[src/rtl/scemi_out_port_arbiter_if.sv]
// rtl/scemi_out_port_arbiter_if.sv - channel-side and out-port-side signals of scemi_out_port_arbiter
// Message width grows by 32 bits when SCEMI_ARB_CYCLE_STAMP_EN is defined.
interface scemi_out_port_arbiter_if #(
    parameter int NumReq    = 4,
    parameter int DataWidth = 32,
    parameter int IdWidth   = 2
);
`ifdef SCEMI_ARB_CYCLE_STAMP_EN
    localparam int MsgWidth = IdWidth + DataWidth + 32;
`else
    localparam int MsgWidth = IdWidth + DataWidth;
`endif

    logic                        CclockEnabled;
    logic                        ReadyForCclock;
    logic [NumReq-1:0]           ReqValid;
    logic [NumReq*DataWidth-1:0] ReqData;
    logic [NumReq-1:0]           ReqReady;
    logic                        TransmitReady;
    logic                        ReceiveReady;
    logic [MsgWidth-1:0]         Message;
    logic                        ProtoErr;

    modport master (
        input  CclockEnabled, ReqValid, ReqData, ReceiveReady,
        output ReadyForCclock, ReqReady, TransmitReady, Message, ProtoErr
    );

    modport slave (
        output CclockEnabled, ReqValid, ReqData, ReceiveReady,
        input  ReadyForCclock, ReqReady, TransmitReady, Message, ProtoErr
    );
endinterface

[src/rtl/scemi_out_port_arbiter.sv]
// rtl/scemi_out_port_arbiter.sv - round-robin share of one SCE-MI out port among NumReq channels
// Optional per-message capture stamp: SCEMI_ARB_CYCLE_STAMP_EN.
module scemi_out_port_arbiter #(
    parameter int NumReq    = 4,
    parameter int DataWidth = 32,
    parameter int IdWidth   = 2
) (
    input  logic                     Uclock,
    input  logic                     Ureset,
    scemi_out_port_arbiter_if.master bus
);
`ifdef SCEMI_ARB_CYCLE_STAMP_EN
    localparam int MsgW = IdWidth + DataWidth + 32;
`else
    localparam int MsgW = IdWidth + DataWidth;
`endif

    typedef enum logic {IDLE, SEND} state_t;

    state_t               state;
    logic [NumReq-1:0]    full;
    logic [DataWidth-1:0] buf_data [NumReq];
    logic [IdWidth-1:0]   rr_ptr;
    logic [IdWidth-1:0]   grant;
    logic                 trdy_q;
    logic [MsgW-1:0]      msg_q;
    logic                 protoerr_q;

    logic [NumReq-1:0]    cap_mask;
    logic [NumReq-1:0]    viol_mask;
    logic [NumReq-1:0]    clr_mask;
    logic                 accept;

    logic [NumReq-1:0]    search_mask;
    logic [NumReq-1:0]    rot_mask;
    logic [IdWidth-1:0]   search_start;
    logic [IdWidth-1:0]   pick_idx;
    logic                 pick_found;
    int                   pick_sum;
    logic [MsgW-1:0]      pick_msg;

    function automatic logic [IdWidth-1:0] wrap_inc(input logic [IdWidth-1:0] p);
        if (int'(p) == NumReq - 1)
            return '0;
        else
            return p + 1'b1;
    endfunction

    assign accept = (state == SEND) && bus.ReceiveReady;

    // A full buffer at the sampling edge is a violation even if it is being cleared that same edge.
    always_comb begin
        cap_mask  = '0;
        viol_mask = '0;
        clr_mask  = '0;
        for (int i = 0; i < NumReq; i++) begin
            cap_mask[i]  = bus.CclockEnabled && bus.ReqValid[i] && !full[i];
            viol_mask[i] = bus.CclockEnabled && bus.ReqValid[i] && full[i];
            clr_mask[i]  = accept && (grant == IdWidth'(i));
        end
    end

    // Rotate so bit 0 is the search start; the lowest set bit is the next grant.
    always_comb begin
        if (state == SEND) begin
            search_mask  = full & ~clr_mask;
            search_start = wrap_inc(grant);
        end else begin
            search_mask  = full;
            search_start = rr_ptr;
        end
        rot_mask   = NumReq'({search_mask, search_mask} >> search_start);
        pick_found = 1'b0;
        pick_sum   = 0;
        for (int k = NumReq - 1; k >= 0; k--) begin
            if (rot_mask[k]) begin
                pick_found = 1'b1;
                pick_sum   = int'(search_start) + k;
            end
        end
        if (pick_sum >= NumReq)
            pick_sum = pick_sum - NumReq;
        pick_idx = IdWidth'(pick_sum);
    end

    always_ff @(posedge Uclock) begin
        if (Ureset)
            full <= '0;
        else
            full <= (full & ~clr_mask) | cap_mask;
    end

    always_ff @(posedge Uclock) begin
        for (int i = 0; i < NumReq; i++) begin
            if (cap_mask[i])
                buf_data[i] <= bus.ReqData[i*DataWidth +: DataWidth];
        end
    end

`ifdef SCEMI_ARB_CYCLE_STAMP_EN
    logic [31:0] cyc_cnt;
    logic [31:0] buf_stamp [NumReq];

    // The stamp is the count before this edge's increment.
    always_ff @(posedge Uclock) begin
        if (Ureset)
            cyc_cnt <= '0;
        else if (bus.CclockEnabled)
            cyc_cnt <= cyc_cnt + 32'd1;
    end

    always_ff @(posedge Uclock) begin
        for (int i = 0; i < NumReq; i++) begin
            if (cap_mask[i])
                buf_stamp[i] <= cyc_cnt;
        end
    end

    assign pick_msg = {buf_stamp[pick_idx], pick_idx, buf_data[pick_idx]};
`else
    assign pick_msg = {pick_idx, buf_data[pick_idx]};
`endif

    always_ff @(posedge Uclock) begin
        if (Ureset) begin
            state      <= IDLE;
            rr_ptr     <= '0;
            grant      <= '0;
            trdy_q     <= 1'b0;
            msg_q      <= '0;
            protoerr_q <= 1'b0;
        end else begin
            if (|viol_mask)
                protoerr_q <= 1'b1;
            case (state)
                IDLE: begin
                    if (pick_found) begin
                        grant  <= pick_idx;
                        msg_q  <= pick_msg;
                        trdy_q <= 1'b1;
                        state  <= SEND;
                    end
                end
                SEND: begin
                    if (bus.ReceiveReady) begin
                        rr_ptr <= wrap_inc(grant);
                        if (pick_found) begin
                            grant <= pick_idx;
                            msg_q <= pick_msg;
                        end else begin
                            trdy_q <= 1'b0;
                            state  <= IDLE;
                        end
                    end
                end
                default: state <= IDLE;
            endcase
        end
    end

    assign bus.ReqReady       = ~full;
    assign bus.ReadyForCclock = ~|full;
    assign bus.TransmitReady  = trdy_q;
    assign bus.Message        = msg_q;
    assign bus.ProtoErr       = protoerr_q;
endmodule

[src/flat_wrapper.sv]
// flat-port wrapper written by rule: the top's interface ports become plain ports
module scemi_out_port_arbiter_flat 
#(
    parameter int NumReq    = 4,
    parameter int DataWidth = 32,
    parameter int IdWidth   = 2
)
  (Uclock, Ureset, bus_CclockEnabled, bus_ReqValid, bus_ReqData, bus_ReceiveReady, bus_ReadyForCclock, bus_ReqReady, bus_TransmitReady, bus_Message, bus_ProtoErr);
  scemi_out_port_arbiter_if #(.NumReq(NumReq), .DataWidth(DataWidth), .IdWidth(IdWidth)) bus_i ();
  input  logic Uclock;
  input  logic Ureset;
  input wire logic [$bits(bus_i.CclockEnabled)-1:0] bus_CclockEnabled;
  input wire logic [$bits(bus_i.ReqValid)-1:0] bus_ReqValid;
  input wire logic [$bits(bus_i.ReqData)-1:0] bus_ReqData;
  input wire logic [$bits(bus_i.ReceiveReady)-1:0] bus_ReceiveReady;
  output wire logic [$bits(bus_i.ReadyForCclock)-1:0] bus_ReadyForCclock;
  output wire logic [$bits(bus_i.ReqReady)-1:0] bus_ReqReady;
  output wire logic [$bits(bus_i.TransmitReady)-1:0] bus_TransmitReady;
  output wire logic [$bits(bus_i.Message)-1:0] bus_Message;
  output wire logic [$bits(bus_i.ProtoErr)-1:0] bus_ProtoErr;
  assign bus_i.CclockEnabled = bus_CclockEnabled;
  assign bus_i.ReqValid = bus_ReqValid;
  assign bus_i.ReqData = bus_ReqData;
  assign bus_i.ReceiveReady = bus_ReceiveReady;
  assign bus_ReadyForCclock = bus_i.ReadyForCclock;
  assign bus_ReqReady = bus_i.ReqReady;
  assign bus_TransmitReady = bus_i.TransmitReady;
  assign bus_Message = bus_i.Message;
  assign bus_ProtoErr = bus_i.ProtoErr;
  scemi_out_port_arbiter #(.NumReq(NumReq), .DataWidth(DataWidth), .IdWidth(IdWidth)) u_core (.Uclock(Uclock), .Ureset(Ureset), .bus(bus_i));
endmodule
[config.mk]
export PLATFORM = sky130hd
export DESIGN_NAME = scemi_out_port_arbiter_flat
export DESIGN_NICKNAME = d
export VERILOG_FILES = /design/src/rtl/scemi_out_port_arbiter_if.sv /design/src/rtl/scemi_out_port_arbiter.sv /design/src/flat_wrapper.sv
export SDC_FILE = /design/constraint.sdc
export NUM_CORES = 1
export LEC_CHECK = 0
export CAP_MARGIN = 0
export CELL_PAD_IN_SITES_DETAIL_PLACEMENT = 0
export CELL_PAD_IN_SITES_GLOBAL_PLACEMENT = 1
export CORE_MARGIN = 5
export CORE_UTILIZATION = 25
export CTS_CLUSTER_SIZE = 12
export DETAILED_ROUTE_END_ITERATION = 10
export PLACE_DENSITY_LB_ADDON = 0.1
export RECOVER_POWER = 50
export REMOVE_ABC_BUFFERS = 1
export SKIP_CTS_REPAIR_TIMING = 1
export SYNTH_ARGS = -nofsm -noshare
export SYNTH_HDL_FRONTEND = slang
export SYNTH_SLANG_ARGS = --single-unit
[constraint.sdc]
create_clock -name Uclock -period 5.3 [get_ports Uclock]
set_clock_uncertainty 0.05 [all_clocks]
set_input_delay 1.06 -clock Uclock [delete_from_list [all_inputs] [get_ports Uclock]]
set_output_delay 1.06 -clock Uclock [all_outputs]
set_load 0.1 [all_outputs]
Word-level counts from Yosys, hierarchy flattened:

Memory sizes are Yosys's and may differ from the RTL's.
Cells that the tools add are included.

* register bits after elaboration: 45
* bits in writable memories: 128
* input port bits: 136
* output and inout bits: 41
* word-level logic and storage cells: 87
* memories: 1

Memories
* u_core.buf_data: words 4, width 32, rd ports 1, clocked after Yosys merged registers in 0, wr ports 4, RTL line scemi_out_port_arbiter.sv:22 `logic [DataWidth-1:0] buf_data [NumReq];`

* add/subtract/negate cells: 5
* order comparisons: 1
* eq/ne operators: 7
* shift-type cells: 1
* mux-type cells: 33
* bitwise logic cells: 5
* reduce and logical (&&, ||, !) cells: 27

Operator list (number)
* $mux W32: 4
* $mux W34: 2
* $pmux W34 S2: 1
* $ge A32 B4 Y1 const B: 1
* $logic_and A1 B1 Y1: 17
* $mux W1: 17
* $mux W2: 5
* $not A4 Y4: 2
* $reduce_or A4 Y1: 2
* $shr A8 B2 Y4: 1
* $add A2 B2 Y3 const B: 2
* $logic_not A1 Y1: 5
* $and A4 B4 Y4: 1
* $eq A2 B1 Y1 const B: 2
* $eq A2 B2 Y1 const B: 2
* $mux W4: 1
* $ne A2 B2 Y1 const B: 2
* $or A4 B4 Y4: 1
* $pmux W1 S2: 2
* $pmux W2 S2: 1
* $add A2 B1 Y3 const B: 1
* $reduce_and A3 Y1: 1
* $add A2 B1 Y2 const B: 1
* $logic_not A2 Y1: 1
* 4 further kinds: 4

Depth between registers and ports, before layout:

An unclocked memory read counts as a cell.

* word-level depth: 16
* gate-level depth with buffers: 11
* mapped depth without buffers: 8

Least setup slack after synthesis:

Ideal clock, no wire load.

* path kind: reg2reg
* start point: reg u_core.full[3]
* end point: reg u_core.msg_q[15], in the netlist u_core.bus.Message[15]
* arrival: 4741 ps
* data required time: 5155 ps
* setup slack: 414 ps
* stages on the path, launching flop included: 8
* buffers on the path: 2
* path through: dfxtp_1 > buf_2 > nor4_1 > nor2_1 > a21oi_2 > a21oi_2 > buf_2 > a221oi_1

* longest elaborated chain between the ends: 13
* elaborated cells between the ends (all ways): 18

Ends and longest elaborated chain
* start, declared: RTL line scemi_out_port_arbiter.sv:21 `logic [NumReq-1:0] full;`
* start signal, assigned: RTL line scemi_out_port_arbiter.sv:90 `full <= (full & ~clr_mask) | cap_mask;`
* $and A4 B4 Y4: RTL line scemi_out_port_arbiter.sv:66 `search_mask = full & ~clr_mask;`
* $mux W4 *: RTL line scemi_out_port_arbiter.sv:65 `if (state == SEND) begin`
* $shr A8 B2 Y4 *: RTL line scemi_out_port_arbiter.sv:72 `rot_mask = NumReq'({search_mask, search_mask} >> search_start);`
* $mux W32 (4 in series): RTL line scemi_out_port_arbiter.sv:76 `if (rot_mask[k]) begin`
* $ge A32 B4 Y1 or $sub A2 B1 Y2 (tied branches): RTL line scemi_out_port_arbiter.sv:81, scemi_out_port_arbiter.sv:82
* $mux W2: RTL line scemi_out_port_arbiter.sv:81 `if (pick_sum >= NumReq)`
* $mem_v2 Z4 W32
* $mux W34 *: RTL line scemi_out_port_arbiter.sv:137, scemi_out_port_arbiter.sv:147
* $mux W34: RTL line scemi_out_port_arbiter.sv:145 `if (bus.ReceiveReady) begin`
* $pmux W34 S2 *: RTL line scemi_out_port_arbiter.sv:135 `case (state)`
* end signal, assigned: RTL line scemi_out_port_arbiter.sv:139 `msg_q <= pick_msg;`
* end signal, assigned: RTL line scemi_out_port_arbiter.sv:149 `msg_q <= pick_msg;`
* end, declared: RTL line scemi_out_port_arbiter.sv:26 `logic [MsgW-1:0] msg_q;`

Mark *: on every way between the ends. The rest lies on a longest branch, timed or not. The select of a mux whose other input is x is not followed.
A chain may end at the register's enable or synchronous reset.

Worst setup path in the final report:

* start point: reg u_core.full[3]
* end point: out bus_ReadyForCclock

* longest elaborated chain between the ends: 2

Ends and longest elaborated chain
* $reduce_or A4 Y1: RTL line scemi_out_port_arbiter.sv:162 `assign bus.ReadyForCclock = ~|full;`
* $logic_not A1 Y1: RTL line scemi_out_port_arbiter.sv:162
* end, declared: RTL line flat_wrapper.sv:16 `output wire logic [$bits(bus_i.ReadyForCclock)-1:0] bus_ReadyForCclock;`

Every way passes these cells.

==> results.cfg <==
[status]
status = finished, violations left
violations = capacitance limit, slew limit

[timing]
final_hold_viol_count = 0
hold_ws_ns = 0.4322
relSlewSlack = -0.3882
worstMarginPinSlew_ns = 2.082
period_minus_slack_ns = 3.769
clock.fmax_ghz = 0.2653
min_period_over_period = 0.7111
fin_tns_setup_ns = 0
final_max_slew_viol_count = 102
setup_slack_ns = 1.531
setup_viol = 0
grt_setup_unrepaired = false

[pwr]
p_total_mw = 3.778
ir_drop_mv = 0.1735
p_leak_nw = 3.301
power_density_mw_per_mm2 = 404.9

[cts]
htreeDepth = 4
clock-sinks = 171
clk_latency_ns = 0.42
clk_pin_slew_worst_paths_ns = 0.07
cts_root_buffer = clkbuf_16
cts_buffers = 17
cts_tree = done
cts_max_path_buffers = 2

[placed_design]
place_ws_ns = 1.264
hpwl_um = 13140
place_congestion = 0.7654
placed_area_mm2 = 0.008768
port-buffer-count = 176
dpl.cell_count = 935

[synth]
yosys_register_bits = 171
synth_ff_type = edfxtp_1
synth_area_leaders = edfxtp_1 58%, dfxtp_1 13%, mux2i_1 7.6%, a221oi_1 2.2%, o21bai_1 2.0%
ys.warnings.count = 0
syn_area_mm2 = 0.006679
synth-seq-area-share = 0.7044
syn_avg_cell_area_um2 = 15.08
yosys.area_share.xor_xnor = 0
synth_compound_area_frac = 0.1293
synth.distinct_cells = 50
synth_top_family_by_area = compound AO/OA/AOI/OAI gates
synth_edf_count = 128
yosys.area.top_type = edfxtp_1
yosys.area_share.simple = 0.05732
synth_top_area_share = 0.5755
synth.area.mux_share = 0.07643
async_flop_share = 0
synthAdderAreaFrac = 0.007493
synthCells = 443

[worst_setup_path]
r2r_start = u_core.grant[0]
cp-start-kind = flop
crit_chain = nor4_1 -> clkdlybuf4s50_1
crit_path_max_incr_delay_ns = 1.24
worstSetupPathType = flop to output pin
arrival_ns = 2.66
cp-end-kind = output pin
crit_start = u_core.full[3]
crit_path_max_fanout = 10
required_ns = 4.19
critical-path-slowest-cell = clkdlybuf4s50_1

[cells_and_area]
filler_cell_count = 2534
layout_commonest_cell = dlygate4sd3_1
finalCoreUtilization = 0.3560
drive_gt1_frac = 0.08228
layout.nets = 759
layout_common_cells = 131 x dlygate4sd3_1, 128 x edfxtp_1, 51 x mux2i_1
area_growth_pct = 39.70
layout.cells.non_filler = 968
final_cell_area_mm2 = 0.009330

[routing]
drt_iter0_markers = 198
firstDrtPassIters = 4
drtAntennaViolNets = 0
wl_per_cell_um = 20.31
viasPerCell = 4.524
vias = 4379
finalWirelength_um = 19660
drc = 0

[floorplanning]
die_area_mm2 = 0.03008
die_height_um = 173.5
initial_core_util = 0.2549
die_w_um = 173.5
ios = 177
core-area_mm2 = 0.02621
rows = 59

[global_routing]
track_usage = 0.1321
grt_max_degree = 34
overflow = 0
antenna_found_initial = 8
grt_pass1_vias = 4824
grt_pass1_wl_um = 29860

[worst_hold_path]
holdCritPathClass = flop to flop
hp-start = u_core.bus.Message[12]

[job]
cap_violations = 3
## flip-flops by register name, indices dropped and copies added (netlist names)
| register | count |
|---|---|
| u_core.state | 1 |
| u_core.bus.Message | 33 |
| u_core.buf_data | 128 |
| u_core.bus.ProtoErr | 1 |
| u_core.full | 4 |
| u_core.grant | 1 |
| u_core.bus.TransmitReady | 1 |
| u_core.rr_ptr | 2 |
## Yosys cell counts (2+ instances only)
library cell / count
nand3_1: 17
inv_1: 9
clkbuf_1: 9
buf_4: 3
a21bo_2: 4
nand2b_1: 7
o211a_1: 2
buf_6: 3
nand2_1: 18
a21oi_1: 7
o211ai_1: 15
a21o_1: 3
a21bo_1: 10
ha_1: 4
o21ba_2: 2
nand2_2: 2
buf_2: 7
a221oi_1: 17
o211ai_2: 2
and3_1: 6
edfxtp_1: 128
nor2_1: 15
o21ai_0: 14
dfxtp_1: 43
a21oi_2: 2
mux2i_1: 51
a22oi_1: 3
o21bai_1: 18
## where the power goes
part / switching (mW) / internal (mW)
clock: 0.543 / 0.660
sequential: 0.0566 / 1.55
combinational: 0.679 / 0.288
total: 1.28 / 2.50
## critical path: cells and delay by family, from the launching register on
kind / cells / cell delay (ns)
flip-flops: 1 / 0.42
AND/OR/NAND/NOR: 1 / 0.57
buffers and inverters: 1 / 1.24
## worst paths after layout
| path | to | slack, ns | cells after the start |
|---|---|---|---|
| max reg2reg | u_core.bus.Message[13] | 1.86 | 8 |
| min reg2reg | u_core.bus.Message[12] | 0.43 | 2 |
| max | bus_ReadyForCclock | 1.53 | 2 |
| min | u_core.bus.Message[12] | 0.43 | 2 |
## cell families (layout without fill, tap and decap cells)
group	count (synthesis)	count (layout)
mux	51	51
compound gates	109	109
buf+inv	33	222
other cells	0	1
fa+ha+maj	4	4
flops	171	171
simple gates	75	75
## cell type report
type,count,area (um2),share of cell area
inverters,9,33.78,0.003621
clock inverters,13,132.6,0.01421
clock buffers,19,432.9,0.04640
flip-flops and latches,171,4705,0.5042
repair buffers,181,1799,0.1928
diodes,1,2.502,0.0002682
well taps,335,419.2,0.04492
multi-input cells,239,1805,0.1935
## per-layer routing
layer | vias up | global-route usage | routed length, um
met5 | - | 0 | 88
met1 | 2133 | 0.1651 | 8530
met4 | 14 | 0.03957 | 332
met2 | 141 | 0.2144 | 9401
met3 | 31 | 0.04885 | 1311
li1 | 2060 | - | -
No activity file was read; power rests on OpenSTA's default activity.
==> edit, RTL diff (same flow settings) <==
`IdWidth` is set to 2 in 3 places; all go to 3.
--- a/src/rtl/scemi_out_port_arbiter_if.sv
+++ b/src/rtl/scemi_out_port_arbiter_if.sv
@@ -3,7 +3,7 @@
 interface scemi_out_port_arbiter_if #(
     parameter int NumReq    = 4,
     parameter int DataWidth = 32,
-    parameter int IdWidth   = 2
+    parameter int IdWidth   = 3
 );
 `ifdef SCEMI_ARB_CYCLE_STAMP_EN
     localparam int MsgWidth = IdWidth + DataWidth + 32;
--- a/src/rtl/scemi_out_port_arbiter.sv
+++ b/src/rtl/scemi_out_port_arbiter.sv
@@ -3,7 +3,7 @@
 module scemi_out_port_arbiter #(
     parameter int NumReq    = 4,
     parameter int DataWidth = 32,
-    parameter int IdWidth   = 2
+    parameter int IdWidth   = 3
 ) (
     input  logic                     Uclock,
     input  logic                     Ureset,
--- a/src/flat_wrapper.sv
+++ b/src/flat_wrapper.sv
@@ -3,7 +3,7 @@
 #(
     parameter int NumReq    = 4,
     parameter int DataWidth = 32,
-    parameter int IdWidth   = 2
+    parameter int IdWidth   = 3
 )
   (Uclock, Ureset, bus_CclockEnabled, bus_ReqValid, bus_ReqData, bus_ReceiveReady, bus_ReadyForCclock, bus_ReqReady, bus_TransmitReady, bus_Message, bus_ProtoErr);
   scemi_out_port_arbiter_if #(.NumReq(NumReq), .DataWidth(DataWidth), .IdWidth(IdWidth)) bus_i ();
Interface: changed (resized bus_Message); port bits go from 177 to 178. No check against the original RTL was run, so the function may have changed too.
==> edit against the original RTL <==
- area after synthesis grew 3.5%
- critical path depth grew 8
- sequential cell count grew 2
- die area grew 3.3%
- count of clock-buffer cells in the layout shrank 1
- final area grew 4.3%
- critical endpoint is now u_core.bus.Message[5]
- wire length shrank 1.1%
- setup slack lost 0.65 ns
- the flow still finishes with violations (capacitance limit, slew limit)
Power is not compared: it rests on default switching activity, and its combinational part moved more than twofold at a synthesized area within 25%.
==> edit: results (changes against the original RTL) <==
| Metric | Value |
|---|---|
| Signal inverters | `13 (+4)` |
| Initial antenna violation count | `1 (-7)` |
| Non-clk bufs | `185 (+2.2%)` |
| Met2 Usage GRT | `20.8% (-0.62 points)` |
| First-pass GRT wire length | `29.0 mm (-3.0%)` |
| Slew @ Worst Pin | `1.77 ns (-0.315 ns)` |
| Grt met3 use | `3.73% (-1.2 points)` |
| Vias in the first global route | `4613 (-4.4%)` |
| Clock Buffer Count | `18 (-1)` |
| DR vias | `4284 (-2.2%)` |
| Max-slew violation count | `66 (-35%)` |
| Area share of fa/ha/maj cells after synthesis | `1.45% (+0.70 points)` |
| Wire length on met3 | `1.22 mm (-6.6%)` |
| DP Worst Slack | `0.816 ns (-0.447 ns)` |
| Buffering overhead | `19.0% (-0.32 points)` |
| Seq/Total Area, Yosys | `68.7% (-1.8 points)` |
| Violated checks | `capacitance limit, slew limit` |
| Vias/cell | `4.28 (-5.3%)` |
| Share of layout cells above drive strength 1 | `13.7% (+5.5 points)` |
| GRT Util Overall | `12.6% (-0.65 points)` |
| Post-DP HPWL | `12.9 mm (-1.6%)` |
| Main area contributors after synthesis | `edfxtp_1 (56%), dfxtp_1 (13%), mux2i_1 (9.7%)` |
| Status | `finished with violations` |
| DR WL/cell | `19.4 um (-4.3%)` |
| Max cap viols | `2 (-1)` |
| IO Port Bufs | `177 (+0.57%)` |
| Compound-gate portion of the synthesized area | `10.8% (-2.1 points)` |
edit: cell types whose count changed after synthesis, moves of 13 or more:
cell      delta
a221oi_1    -17
mux2i_1     +16
nand2_1     +20
o211ai_1    -13
o21bai_1    -18
o221ai_2    +31
edit: worst paths after layout:
| check | startpoint | cells after the start | end | slack [ns] |
|---|---|---|---|---|
| max reg2reg | u_core.state | 9 | u_core.bus.Message[5] | 1.44 |
| min reg2reg | u_core.bus.Message[9] | 2 | u_core.bus.Message[9] | 0.42 |
| max | bus_ReceiveReady | 10 | u_core.bus.Message[5] | 0.88 |
| min | u_core.bus.Message[9] | 2 | u_core.bus.Message[9] | 0.42 |
edit: stage by stage:
stage               cell area [um2]  hold WS, ns  utilization (%)  power, mW
floorplan                      6760        0.381                -       3.45
global placement               9080        0.400             33.5       3.98
detailed placement             9080        0.407             33.5       4.00
CTS                            9730        0.422             35.9       5.43
global route                   9730        0.450             35.9       5.59
finish                         9730        0.418             35.9       5.31
